`src/rtl/uart_pkg.sv`:
```
// Shared UART definitions: default line timing and the TX arbiter state encoding.
package uart_pkg;

    localparam int unsigned CLKS_PER_BIT = 87;
    localparam int unsigned BYTE_W       = 8;
    localparam int unsigned ARB_STATE_W  = 3;

    typedef enum logic [ARB_STATE_W-1:0] {
        ST_IDLE      = 3'd0,
        ST_ISSUE     = 3'd1,
        ST_WAIT_DONE = 3'd2,
        ST_GAP       = 3'd3,
        ST_HOLD      = 3'd4
    } arb_state_e;

endpackage

```
`src/rtl/rr_select.sv`:
```
// Combinational round-robin picker: first set bit of req searching upward from ptr+1, wrapping.
module rr_select #(
    parameter int unsigned N = 4
) (
    input  logic [N-1:0]         req,
    input  logic [$clog2(N)-1:0] ptr,
    output logic [$clog2(N)-1:0] idx,
    output logic                 found
);

    localparam int unsigned W = $clog2(N);

    always_comb begin
        int unsigned  pos;
        logic [W-1:0] cand;
        idx   = '0;
        found = 1'b0;
        pos   = 0;
        cand  = '0;
        // ptr itself is visited last, so the most recently served index has lowest priority
        for (int unsigned k = 1; k <= N; k++) begin
            pos  = (32'(ptr) + k) % N;
            cand = W'(pos);
            if (!found && req[cand]) begin
                found = 1'b1;
                idx   = cand;
            end
        end
    end

endmodule

```
`src/rtl/uart_tx_arbiter.sv`:
```
// Round-robin arbiter sharing one UART transmitter between NUM_REQ byte sources,
// with optional multi-byte packet locking and an idle-lock timeout.
module uart_tx_arbiter
    import uart_pkg::*;
#(
    parameter int unsigned NUM_REQ      = 4,
    parameter int unsigned LOCK_TIMEOUT = 1023
) (
    input  logic                       i_Clock,
    input  logic                       i_Rst,
    input  logic [NUM_REQ-1:0]         i_Req_Valid,
    input  logic [8*NUM_REQ-1:0]       i_Req_Byte,
    input  logic [NUM_REQ-1:0]         i_Req_Last,
    output logic [NUM_REQ-1:0]         o_Req_Ack,
    output logic                       o_TX_DV,
    output logic [7:0]                 o_TX_Byte,
    input  logic                       i_TX_Done,
    output logic [$clog2(NUM_REQ)-1:0] o_Grant_Idx,
    output logic                       o_Locked,
    output logic                       o_Busy
);

    localparam int unsigned IDX_W = $clog2(NUM_REQ);
    localparam int unsigned TMO_W = (LOCK_TIMEOUT == 0) ? 1 : $clog2(LOCK_TIMEOUT + 1);
    localparam logic [TMO_W-1:0] TMO_LIMIT = TMO_W'(LOCK_TIMEOUT);
    localparam bit TMO_EN = (LOCK_TIMEOUT != 0);

    arb_state_e          state_q;
    logic [IDX_W-1:0]    rr_ptr_q;
    logic [IDX_W-1:0]    grant_q;
    logic                last_q;
    logic                locked_q;
    logic                busy_q;
    logic                tx_dv_q;
    logic [BYTE_W-1:0]   tx_byte_q;
    logic [NUM_REQ-1:0]  ack_q;
    logic [TMO_W-1:0]    tmo_cnt_q;
    logic [TMO_W-1:0]    tmo_cnt_d;

    logic [BYTE_W-1:0]   req_bytes_c [NUM_REQ];
    logic [IDX_W-1:0]    sel_idx_c;
    logic                sel_found_c;
    logic [IDX_W-1:0]    issue_idx_c;
    logic                issue_go_c;

    rr_select #(
        .N (NUM_REQ)
    ) u_rr_select (
        .req   (i_Req_Valid),
        .ptr   (rr_ptr_q),
        .idx   (sel_idx_c),
        .found (sel_found_c)
    );

    // Unpack the flat byte bus into per-requester lanes.
    always_comb begin
        for (int unsigned n = 0; n < NUM_REQ; n++) begin
            req_bytes_c[n] = i_Req_Byte[8*n +: 8];
        end
    end

    // A byte is launched from IDLE via the picker, or from HOLD only by the locked owner.
    always_comb begin
        issue_idx_c = sel_idx_c;
        issue_go_c  = 1'b0;
        if (state_q == ST_IDLE) begin
            issue_idx_c = sel_idx_c;
            issue_go_c  = sel_found_c;
        end else if (state_q == ST_HOLD) begin
            issue_idx_c = grant_q;
            issue_go_c  = i_Req_Valid[grant_q];
        end
    end

    assign tmo_cnt_d = tmo_cnt_q + TMO_W'(1);

    always_ff @(posedge i_Clock) begin
        if (i_Rst) begin
            state_q   <= ST_IDLE;
            rr_ptr_q  <= IDX_W'(NUM_REQ - 1);
            grant_q   <= '0;
            last_q    <= 1'b0;
            locked_q  <= 1'b0;
            busy_q    <= 1'b0;
            tx_dv_q   <= 1'b0;
            tx_byte_q <= '0;
            ack_q     <= '0;
            tmo_cnt_q <= '0;
        end else begin
            tx_dv_q <= 1'b0;
            ack_q   <= '0;
            if (issue_go_c) begin
                // DV and Ack are registered here so both are high for the whole ISSUE cycle
                grant_q   <= issue_idx_c;
                tx_byte_q <= req_bytes_c[issue_idx_c];
                last_q    <= i_Req_Last[issue_idx_c];
                tx_dv_q   <= 1'b1;
                ack_q     <= NUM_REQ'(1) << issue_idx_c;
                state_q   <= ST_ISSUE;
                busy_q    <= 1'b1;
            end else begin
                case (state_q)
                    ST_IDLE: begin
                        busy_q <= 1'b0;
                    end
                    ST_ISSUE: begin
                        if (last_q) begin
                            locked_q <= 1'b0;
                            rr_ptr_q <= grant_q;
                        end else begin
                            locked_q <= 1'b1;
                        end
                        state_q <= ST_WAIT_DONE;
                    end
                    ST_WAIT_DONE: begin
                        if (i_TX_Done) begin
                            state_q <= ST_GAP;
                        end
                    end
                    ST_GAP: begin
                        tmo_cnt_q <= '0;
                        if (locked_q) begin
                            state_q <= ST_HOLD;
                        end else begin
                            state_q <= ST_IDLE;
                            busy_q  <= 1'b0;
                        end
                    end
                    ST_HOLD: begin
                        // Silent owner: release once the idle count reaches the limit.
                        if (TMO_EN && (tmo_cnt_d == TMO_LIMIT)) begin
                            locked_q <= 1'b0;
                            rr_ptr_q <= grant_q;
                            state_q  <= ST_IDLE;
                            busy_q   <= 1'b0;
                        end else if (TMO_EN) begin
                            tmo_cnt_q <= tmo_cnt_d;
                        end
                    end
                    default: begin
                        state_q <= ST_IDLE;
                        busy_q  <= 1'b0;
                    end
                endcase
            end
        end
    end

    assign o_Req_Ack   = ack_q;
    assign o_TX_DV     = tx_dv_q;
    assign o_TX_Byte   = tx_byte_q;
    assign o_Grant_Idx = grant_q;
    assign o_Locked    = locked_q;
    assign o_Busy      = busy_q;

endmodule

```
`config.mk`:
```
export PLATFORM = sky130hd
export DESIGN_NAME = uart_tx_arbiter
export DESIGN_NICKNAME = d
export VERILOG_FILES = /design/src/rtl/uart_pkg.sv /design/src/rtl/rr_select.sv /design/src/rtl/uart_tx_arbiter.sv
export SDC_FILE = /design/constraint.sdc
export NUM_CORES = 1
export LEC_CHECK = 0
export CORE_MARGIN = 2
export CORE_UTILIZATION = 46
export DETAILED_ROUTE_END_ITERATION = 12
export HOLD_SLACK_MARGIN = 0.15
export MAX_ROUTING_LAYER = met4
export PLACE_DENSITY = 0.85
export SLEW_MARGIN = 20
export SYNTH_ARGS = -nofsm -noshare
export SYNTH_HDL_FRONTEND = slang
export SYNTH_SLANG_ARGS = --single-unit
```
`constraint.sdc`:
```
create_clock -name i_Clock -period 3.09 [get_ports i_Clock]
set_input_delay 0.618 -clock i_Clock [delete_from_list [all_inputs] [get_ports i_Clock]]
set_output_delay 0.618 -clock i_Clock [all_outputs]
set_load 0.05 [all_outputs]
```
---- Yosys cells after proc, flatten, opt, wreduce, memory -nomap -nowiden ----
Cells that the tools add are included.
storage, ports and cells
  bits in registers ....................... 33
  bits of input ports ..................... 43
  output and inout port bits .............. 17
  word-level logic and storage cells ...... 103
cells by class
  add/subtract/negate cells ............... 5
  magnitude comparators ................... 7
  eq/ne operators ......................... 14
  shift operators ......................... 1
  multiplexer cells ....................... 44
  bitwise operators ....................... 3
  reduce and logical (&&, ||, !) cells .... 18
operators by type and width
  cell                     number
  $pmux W10 S2             1
  $lt A2 B3 Y1 const B     6
  $mux W1                  18
  $bmux W8 S2              1
  $mux W2                  8
  $mux W8                  2
  $pmux W3 S5              1
  $reduce_and A3 Y1        5
  $bmux W1 S2              6
  $add A10 B1 Y10 const B  1
  $eq A10 B10 Y1 const B   1
  $mux W10                 1
  $mux W3                  3
  $ne A2 B2 Y1 const B     4
  $eq A3 B2 Y1 const B     2
  $ne A3 B3 Y1 const B     2
  $reduce_or A2 Y1         3
  $add A2 B1 Y2 const B    2
  $add A2 B2 Y2 const B    2
  $ne A2 B1 Y1 const B     2
  $pmux W2 S2              1
  $reduce_and A4 Y1        1
  $reduce_bool A2 Y1       2
  $shl A1 B2 Y4 const A    1
  other kinds (11)         16

---- Logic depth before layout (Yosys ltp) ----
Gate-level depths: netlist of run 1.
  depth after elaboration ................. 19
  depth in mapped cells ................... 8
  gate-level depth less buffers ........... 7

---- Cells and area by module ----
From an unflattened synthesis of run 1, not the netlist that was laid out.
second synthesis, totals
  cells, all modules ...................... 227
  area total of the unflattened synthesis .. 1955.6 µm²
by module, submodules not included
  module           times used  cells each  area each (µm²)  seq. area each (µm²)
  uart_tx_arbiter  1           213         1864.3           660.6
  rr_select        1           14          91.3             0.0

---- Least setup slack after synthesis of run 1 ----
OpenSTA, ideal clock, no wires.
  kind .................................... reg-to-reg
  start ................................... register grant_q[1], in the netlist o_Grant_Idx[1]
  end ..................................... register tmo_cnt_q[3]
  library setup time ...................... 0.121 ns
  arrival time ............................ 2.231 ns
  required time ........................... 2.969 ns
  path slack .............................. 0.738 ns
  cell stages (with the launch flop) ...... 5
  buffers on the path ..................... 0
  period minus slack after synthesis ...... 2.352 ns
  path through ............................ dfxtp_1 -> mux4_2 -> o221a_2 -> or3_1 -> mux2_4
between the ends
  longest elaborated chain between the ends .. 6
RTL lines
  element                        RTL line                RTL
  from (decl)                    uart_tx_arbiter.sv:30   logic [IDX_W-1:0] grant_q;
  from (signal assigned)         uart_tx_arbiter.sv:94   grant_q <= issue_idx_c;
  $bmux W1 S2                    uart_tx_arbiter.sv:71   issue_go_c = i_Req_Valid[grant_q];
  $mux W1 (not written as such)  uart_tx_arbiter.sv:71
  $mux W1                        uart_tx_arbiter.sv:69   end else if (state_q == ST_HOLD) begin
  $mux W1                        uart_tx_arbiter.sv:66   if (state_q == ST_IDLE) begin
  $not A1 Y1 (no line)           --
  $reduce_and A3 Y1 (no line)    --
  to (signal assigned)           uart_tx_arbiter.sv:137  tmo_cnt_q <= tmo_cnt_d;
  to (decl)                      uart_tx_arbiter.sv:37   logic [TMO_W-1:0] tmo_cnt_q;
Every way passes these cells. The select of a mux whose other input is x is not followed.
A chain may end at the register's enable or synchronous reset.

---- Final worst setup path of run 1 ----
  start ................................... input port i_Req_Valid[3]
  end ..................................... register tx_byte_q[6], in the netlist o_TX_Byte[6]
between the ends
  longest elaborated chain between the ends .. 18
  elaborated cells on any way between the ends .. 32
  those cells by class .................... mux (25); bitwise (1); reduce/logical (6)
RTL lines
  element                                      RTL line               RTL
  from (decl)                                  uart_tx_arbiter.sv:11  input logic [NUM_REQ-1:0] i_Req_Valid,
  $bmux W1 S2                                  rr_select.sv:24        if (!found && req[cand]) begin
  $mux W1 (not written as such)                rr_select.sv:24
  $mux W1                                      rr_select.sv:24
  $logic_not A1 Y1                             rr_select.sv:24
  $logic_and A1 B1 Y1                          rr_select.sv:24
  $mux W1                                      rr_select.sv:24
  $logic_not A1 Y1                             rr_select.sv:24
  $logic_and A1 B1 Y1                          rr_select.sv:24
  $mux W1                                      rr_select.sv:24
  $logic_not A1 Y1                             rr_select.sv:24
  $logic_and A1 B1 Y1                          rr_select.sv:24
  $mux W2                                      rr_select.sv:24
  $mux W2                                      uart_tx_arbiter.sv:69
  $mux W2                                      uart_tx_arbiter.sv:66
  $not A2 Y3 (not written as such)             uart_tx_arbiter.sv:95  tx_byte_q <= req_bytes_c[issue_idx_c];
  $bmux W8 S2                                  uart_tx_arbiter.sv:95
  $mux W8 (not written as such) (2 in series)  uart_tx_arbiter.sv:95
  to (signal assigned)                         uart_tx_arbiter.sv:95
  to (decl)                                    uart_tx_arbiter.sv:35  logic [BYTE_W-1:0] tx_byte_q;
Parallel ways exist; a longest one is shown, timed or not. The select of a mux whose other input is x is not followed.

==> impl_metrics.yaml, run 1 <==
clock_network:
  cts.sinks: 33
  cts_resized: 0
  cts_buffer_depth: 2
  numCtsBuffers: 5
  root_buffer: "clkbuf_8"
  path_clk_slew_ns: 0.06
  cts_tree: "built"
  postCtsHoldBufs: 0
  cts_setup_buffers: 0
  cts_max_level: 2
  insertion_delay_ns: 0.29
yosys:
  synth_top_area_cell: "dfxtp_1"
  ys_warn_count: 0
  synth.net_count: 272
  syn_area_sq_mm: 0.001911
  yosys_most_used_dff: "dfxtp_1"
  avgSynthCellArea_sq_um: 8.417
  yosysMostFrequentCell: "dfxtp_1"
  synth_edf_count: 0
  yosys.area.top_type_share_pct: 34.58
  synth_common_cells: "33 x dfxtp_1, 27 x nor2_1, 26 x nand2_1, 21 x mux2i_1, 14 x o21ai_0"
  ys_ff_latch: 33
  synthArstFlopShare_pct: 0
  synthTopCellsByArea: "dfxtp_1 35%, mux2i_1 11%, nor2_1 5.3%, nand2_1 5.1%, o221ai_1 4.1%"
  synth_seq_area_share_pct: 34.58
  postSynthCellCount: 227
  netlist-cell-type-count: 49
min_path:
  hold_path_depth: 2
  hold_class: "flop to flop"
pwr:
  power_leakage_nw: 0.9876
  p_per_area_mw_per_mm2: 532.5
  pwr-share-comb_pct: 37.7
  switchingPower_w: 0.0005201
  p_sw_share_pct: 37.40
  intPower_w: 0.0008704
  seqPwrFrac_pct: 38.6
  ir_drop_mv: 0.4300
  power.total_w: 0.001391
  power_frac_clock_pct: 23.7
drt:
  vias: 1911
  wl_per_cell_um: 15.31
  drc_errors: 0
  dr.pass1.iters: 4
  viasPerCell: 5.704
  ant_nets: 0
  drt_wl_total_um: 5129
  drtIter0Drc: 157
die:
  die-area_sq_mm: 0.004685
  num_rows: 23
  io_pins: 60
  dieHeight_um: 68.45
  start_util_pct: 47.76
  dieWidth_um: 68.45
  fp.coreArea_sq_mm: 0.004000
worst_setup_path:
  r2r-start: "tmo_cnt_q[0]"
  cp_max_fo: 15
  end_kind: "flop"
  critPathLaunch: "i_Req_Valid[3]"
  critPathCapture: "o_TX_Byte[6]"
  required_ns: 3.22
  crit_type: "input port to flop"
  worstPathArrival_ns: 2.82
  setup.worst_path.start_class: "input port"
  reg2reg_slack_ns: 0.69
  reg2reg_depth: 7
  reg2reg_to: "tmo_cnt_q[3]"
final_layout:
  drive_gt1_share_pct: 8.070
  multi_input_area_sq_mm: 0.001162
  regArea_sq_um: 660.6
  layout.cells.non_filler: 335
  fin_nets: 330
  n_antenna_cell: 0
  area_growth_pct: 36.67
  n_fill_cell: 314
timing:
  rsz0062_at_grt: "false"
  fin_crit_ns: 2.694
  fin_ws_ns: 0.3964
  slew_viol_final: 0
  fmax_mhz: 371.2
  fin_setup_tns_ns: 0
  fin_skew_ns: 0.005252
  relSlewSlack_pct: 64.38
  worst_pin_slew_ns: 0.5327
  finalSetupViolCount: 0
  finalCritPeriodShare_pct: 87.17
  hold_viol_final: 0
grt:
  grt_overflow: 0
  grt_pass1_wl_um: 8397
  grt_pass1_vias: 1767
  antenna_found_initial: 0
  grt_usage_pct: 24.49
  grt_max_degree: 23
place:
  place_inst: 328
  place.gp.congestion: 0.9447
  io_buffers: 59
  hpwlAfterDp_um: 3757
  dpl_worst_slack_ns: 0.1447
run_status:
  status: "completed"
job:
  drv_cap: 0
-- metrics by stage --
step                      util [%]  hold WS (ns)  area, sq um
after floorplan                  -        0.4559         1911
after global placement       63.12        0.4434         2525
after detailed placement     63.12        0.4530         2525
after CTS                    65.28        0.4715         2611
after global routing         65.28        0.4963         2611
final                        65.28        0.4743         2611
-- power by group through the flow --
stage	combinational [W]	clock [W]	sequential, W
2_1_floorplan	0.000206	0	0.000670
6_report	0.000524	0.000330	0.000537
3_5_place_dp	0.000521	0	0.000542
4_1_cts	0.000524	0.000329	0.000536
5_1_grt	0.000557	0.000346	0.000544
3_3_place_gp	0.000512	0	0.000541
-- kinds of logic (layout without fill, tap and decap cells) --
group                      count (synthesis)  after routing  synth area share (%)
AOI/OAI and AO/OA                         53             53                 19.39
muxes                                     23             23                 12.97
buffers and inverters                     17             75                 4.584
adders and majority gates                  2              2                 1.310
xor gates and xnor gates                   4              4                 1.834
DFF                                       33             33                 34.58
and+or+nand+nor                           95             95                 25.34
-- cell type report --
class | instances | share of cell area (%)
well taps | 50 | 2.396
flip-flops and latches | 33 | 25.30
repair buffers | 63 | 23.77
multi-input cells | 177 | 44.51
inverters | 5 | 0.7187
clock buffers | 7 | 3.306
-- critical path, cell delays in order --
cell,delay [ns]
clkdlybuf4s50_1,0.47
mux4_2,0.57
o221a_2,0.40
and2_1,0.22
nand2b_1,0.33
o221ai_1,0.22
-- state kept, by name, indices dropped and copies added (netlist names) --
| register | cells |
|---|---|
| o_Grant_Idx | 2 |
| o_Req_Ack | 4 |
| rr_ptr_q | 2 |
| tmo_cnt_q | 10 |
| o_TX_Byte | 8 |
| state_q | 3 |
| o_Locked | 1 |
| last_q | 1 |
| o_Busy | 1 |
| o_TX_DV | 1 |
-- layout by cell type (no fill, tap or decap), types with 2 or more instances in the layout --
cell type and instances:
nor2b_1 4, buf_4 4, dfxtp_1 33, nor2_1 27, nor3_1 6, xor2_1 3
nand3b_1 2, nand3_1 3, a31oi_1 4, o221ai_1 9, nand2_1 26, ha_1 2
nand2b_1 8, o21ai_0 14, inv_1 5, clkbuf_8 6, and2_1 3, a21oi_1 10
mux2i_1 21, clkdlybuf4s50_1 59, o22ai_1 2, or3_1 3, nand4_1 3, o2111ai_1 2
a211oi_1 3
-- routing by layer --
metal | track usage (%) | up-vias | share of wire [%]
met4 | 6.250 | 0 | 1.2
li1 | - | 948 | -
met2 | 37.74 | 77 | 48
met3 | 6.250 | 6 | 5.9
met1 | 31.89 | 880 | 45
met5 | - | - | 0
-- worst min-delay path by stage --
stage                        end    startpoint
finish              o_TX_Byte[1]  o_TX_Byte[1]
floorplan                 last_q        last_q
global route        o_TX_Byte[1]  o_TX_Byte[1]
detailed placement  o_TX_Byte[1]  o_TX_Byte[1]
CTS                 o_TX_Byte[1]  o_TX_Byte[1]
global placement    o_TX_Byte[1]  o_TX_Byte[1]
(Power assumes the default switching activity.)
==> inputs of run 2 (changes only) <==
CORE_UTILIZATION = 50   (was 46)
PLACE_DENSITY = 0.91   (was 0.85)
clock period = 3.27 ns   (was 3.09 ns; I/O delays follow)
==> run 2 against run 1 <==
Via count rose by 0.68%. Cell count is 1.2% lower. Worst hold slack got worse by 0.0017 ns. Largest cell class unchanged. Non-clock buffer count decreased by 1. Largest power group unchanged. Power is 9.0% lower. Register-to-register slack better by 0.10 ns. Routed wire length shrank 3.4%. First-iteration DRC count decreased by 13%.
==> impl_metrics.yaml, run 2 (synthesis gave the netlist of run 1 again) <==
grt:
  grt_usage_pct: 25.25
  grt_pass1_vias: 1841
  antenna_found_initial: 0
  grt_pass1_wl_um: 8107
  grt_overflow: 0
  grt_max_degree: 23
pwr:
  switchingPower_w: 0.0004735
  ir_drop_mv: 0.3104
  intPower_w: 0.0007924
  power_leakage_nw: 0.9780
  p_sw_share_pct: 37.40
  pwr-share-comb_pct: 38.4
  power_frac_clock_pct: 21.7
  seqPwrFrac_pct: 39.9
  p_per_area_mw_per_mm2: 489.0
die:
  num_rows: 22
  die-area_sq_mm: 0.004332
  fp.coreArea_sq_mm: 0.003661
  dieWidth_um: 65.82
  start_util_pct: 52.19
  dieHeight_um: 65.82
  io_pins: 60
clock_network:
  cts_setup_buffers: 0
  numCtsBuffers: 5
  insertion_delay_ns: 0.28
  cts_buffer_depth: 2
  root_buffer: "clkbuf_8"
  cts_max_level: 2
  cts_tree: "built"
  cts_resized: 0
  postCtsHoldBufs: 0
  cts.sinks: 33
  path_clk_slew_ns: 0.06
final_layout:
  n_fill_cell: 269
  mostFrequentLayoutCell: "clkdlybuf4s50_1"
  drive_gt1_share_pct: 7.774
  largest_register: "tmo_cnt_q"
  n_antenna_cell: 0
  final_cell_mix: "59 x clkdlybuf4s50_1, 33 x dfxtp_1, 27 x nor2_1"
  regArea_sq_um: 660.6
  area_growth_pct: 35.49
  multi_input_area_sq_mm: 0.001162
  largest_reg_flops: 10
  fin_nets: 329
timing:
  rsz0062_at_grt: "false"
  relSlewSlack_pct: 60.99
  finalSetupViolCount: 0
  slew_viol_final: 0
  fin_setup_tns_ns: 0
  finalCritPeriodShare_pct: 81.65
  hold_viol_final: 0
  worst_pin_slew_ns: 0.5830
  fin_crit_ns: 2.670
  fmax_mhz: 374.5
  fin_ws_ns: 0.6001
  fin_skew_ns: 0.004157
drt:
  ant_nets: 0
  viasPerCell: 5.813
  vias: 1924
  drtIter0Drc: 136
  dr.pass1.iters: 4
  wl_per_cell_um: 14.98
  drc_errors: 0
  drt_wl_total_um: 4957
place:
  io_buffers: 59
  dpl_worst_slack_ns: 0.3275
  hpwlAfterDp_um: 3739
  place.gp.congestion: 0.9086
min_path:
  hold_class: "flop to flop"
worst_setup_path:
  cp_max_fo: 15
  crit_type: "input port to flop"
  required_ns: 3.41
  setup.worst_path.start_class: "input port"
  worstPathArrival_ns: 2.81
  end_kind: "flop"
run_status:
  status: "completed"
job:
  drv_cap: 0
## run 2: changes by cell type in the layout (fill, tap and decap cells not counted)
cell      previous run  this run
buf_4                4         3
clkbuf_1             1         0
clkbuf_8             6         5
clkinv_2             0         1
## run 2: through the flow
step                instances  util [%]  total power [W]  hold WS (ns)  area [sq um]
floorplan                 227         -        0.0008279        0.4559          1911
global placement          325     68.69        0.0009882        0.4433          2515
detailed placement        325     68.69        0.0009977        0.4544          2515
CTS                       331     70.71         0.001268        0.4705          2589
global route              331     70.71         0.001329        0.5042          2589
finish                    331     70.71         0.001266        0.4726          2589
## run 2: critical path, cell delays in order
cell and delay (ns):
clkdlybuf4s50_1 0.48, mux4_2 0.56, o221a_2 0.40, and2_1 0.22, nand2b_1 0.30, o221ai_1 0.20
## run 2: worst paths after layout
path	depth (start not counted)	startpoint	slack [ns]	to
max	6	i_Req_Valid[3]	0.60	o_TX_Byte[7]
min reg2reg	2	o_TX_Byte[3]	0.47	o_TX_Byte[3]
min	2	o_TX_Byte[3]	0.47	o_TX_Byte[3]
max reg2reg	7	tmo_cnt_q[0]	0.79	rr_ptr_q[1]
## run 2: layout make-up
type,count,share of cell area (%)
Tap cell,48,2.320
Clock buffer,5,2.658
Clock inverter,1,0.1933
Inverter,5,0.7250
Timing Repair Buffer,62,23.68
Multi-Input combinational cell,177,44.90
Sequential cell,33,25.52
## run 2: power by group through the flow
| stage | Sequential, W | Clock [W] | Combinational (W) |
|---|---|---|---|
| finish | 0.000505 | 0.000275 | 0.000486 |
| global route | 0.000512 | 0.000298 | 0.000520 |
| CTS | 0.000505 | 0.000276 | 0.000487 |
| detailed placement | 0.000512 | 0 | 0.000486 |
| global placement | 0.000511 | 0 | 0.000477 |
| floorplan | 0.000633 | 0 | 0.000195 |
## run 2: layer usage
layer / up-vias / global-route usage (%) / wire length (um)
li1: 939 / - / -
met1: 866 / 28.14 / 2004
met2: 109 / 42.55 / 2417
met3: 10 / 8.518 / 462
met4: 0 / 8.073 / 73
met5: - / - / 0
==> inputs of run 3 (changes only) <==
CORE_UTILIZATION = 46   (was 50)
PLACE_DENSITY = 0.85   (was 0.91)
clock period = 2.75 ns   (was 3.27 ns; I/O delays follow)
==> run 3 against run 2 <==
Worst hold slack worse by 0.0080 ns. Register-to-register slack worse by 0.49 ns. Highest routed layer unchanged. Global-route usage down 0.41 points. Routed wire length up 1.9%. Non-clock buffer count up 7. Critical path depth up 1. Power up 39%. Cell count up 3.3%. Die area up 8.2%.
==> impl_metrics.yaml, run 3 (synthesis gave the netlist of run 1 again) <==
grt:
  antenna_found_initial: 0
  grt_pass1_vias: 1924
  grt_max_degree: 23
  grt_overflow: 0
  grt_pass1_wl_um: 8514
  grt_usage_pct: 24.84
worst_setup_path:
  critPathSlowestCell: "or4_1"
  required_ns: 2.96
  crit_buf_inv: 0
  crit_chain: "ha_1, and2_1, or4_1, o211ai_1, a41oi_2, nor3_4, mux2i_1"
  setup.worst_path.start_class: "flop"
  cp_max_fo: 7
  max_stage_delay_ns: 0.51
  crit_type: "flop to flop"
  end_kind: "flop"
  critical-path-top-delay-family: "simple AND/OR/NAND/NOR gates"
  worstPathArrival_ns: 2.66
final_layout:
  final_area_sq_mm: 0.002704
  drive_gt1_share_pct: 10.62
  fin_util_pct: 67.59
  fin_nets: 336
  n_antenna_cell: 0
  mostFrequentLayoutCell: "clkdlybuf4s50_1"
  largest_reg_flops: 10
  largest_register: "tmo_cnt_q"
  area_growth_pct: 41.52
  final_cell_mix: "59 x clkdlybuf4s50_1, 33 x dfxtp_1, 27 x nor2_1"
timing:
  fin_setup_tns_ns: 0
  fin_crit_ns: 2.450
  fin_skew_ns: 0.003076
  slew_viol_final: 0
  relSlewSlack_pct: 64.25
  finalSetupViolCount: 0
  finalCritPeriodShare_pct: 89.09
  rsz0062_at_grt: "false"
  worst_pin_slew_ns: 0.5345
  hold_viol_final: 0
  fmax_mhz: 408.2
clock_network:
  insertion_delay_ns: 0.28
  root_buffer: "clkbuf_8"
  cts_resized: 0
  path_clk_slew_ns: 0.07
  numCtsBuffers: 5
  cts_max_level: 2
  postCtsHoldBufs: 0
  cts_setup_buffers: 0
  cts_tree: "built"
  cts_buffer_depth: 2
  cts.sinks: 33
drt:
  drt_wl_total_um: 5052
  wl_per_cell_um: 14.77
  drtIter0Drc: 143
  vias: 1948
  drc_errors: 0
  dr.pass1.iters: 4
  viasPerCell: 5.696
  ant_nets: 0
die:
  dieHeight_um: 68.45
  fp.coreArea_sq_mm: 0.004000
  dieWidth_um: 68.45
  num_rows: 23
  io_pins: 60
  start_util_pct: 47.76
  die-area_sq_mm: 0.004685
min_path:
  hold_class: "flop to flop"
pwr:
  power_leakage_nw: 1.041
  ir_drop_mv: 0.4675
  power.total_w: 0.001754
  p_per_area_mw_per_mm2: 648.7
run_status:
  status: "completed"
place:
  place_area_sq_mm: 0.002570
  hpwlAfterDp_um: 3698
  io_buffers: 59
  place.gp.congestion: 0.8834
job:
  drv_cap: 0
## run 3: changes by cell type in the layout (fill, tap and decap cells not counted), sizes merged
cell / change
buf: +7
bufinv: +2
## run 3: path summary, 6_finish.rpt
| path | startpoint | end | slack, ns | depth (start not counted) |
|---|---|---|---|---|
| max | tmo_cnt_q[0] | rr_ptr_q[1] | 0.30 | 7 |
| min | o_TX_Byte[1] | o_TX_Byte[1] | 0.46 | 2 |
| max reg2reg | tmo_cnt_q[0] | rr_ptr_q[1] | 0.30 | 7 |
| min reg2reg | o_TX_Byte[1] | o_TX_Byte[1] | 0.46 | 2 |
## run 3: area by class of cell
| class | count | area (sq um) |
|---|---|---|
| timing repair buffer | 69 | 665.6 |
| clock inverter | 3 | 65.06 |
| fill | 320 | 1296 |
| clock buffer | 5 | 68.82 |
| tap | 50 | 62.56 |
| multi-input combinational | 177 | 1162 |
| sequential | 33 | 660.6 |
| inverter | 5 | 18.77 |
## run 3: metrics by stage
| stage | hold WS [ns] | std cells | setup slack [ns] |
|---|---|---|---|
| floorplan | 0.4559 | 227 | 0.3976 |
| CTS | 0.4652 | 342 | 0.2892 |
| detailed placement | 0.4477 | 334 | 0.04416 |
| global route | 0.5064 | 342 | 0.1592 |
| finish | 0.4646 | 342 | 0.3001 |
| global placement | 0.4433 | 334 | 0.08867 |
## run 3: power by group
group / internal [W] / switching (W)
Clock: 0.000360 / 0.000184
Combinational: 0.000257 / 0.000353
Sequential: 0.000541 / 0.0000587
## run 3: metal layers
layer	part of all wire (%)	up-vias	wire length, um	GRT usage [%]
met5	0	-	0	-
met4	1.6	0	80	7.000
met3	8.2	17	414	8.224
met2	47	85	2387	37.38
met1	43	881	2168	31.72
li1	-	965	-	-
## run 3: tightest hold or removal path, delay by kind of cell (launching register included)
family          cells  cell delay (ns)
compound gates      1             0.06
simple gates        1             0.05
flops               1             0.33
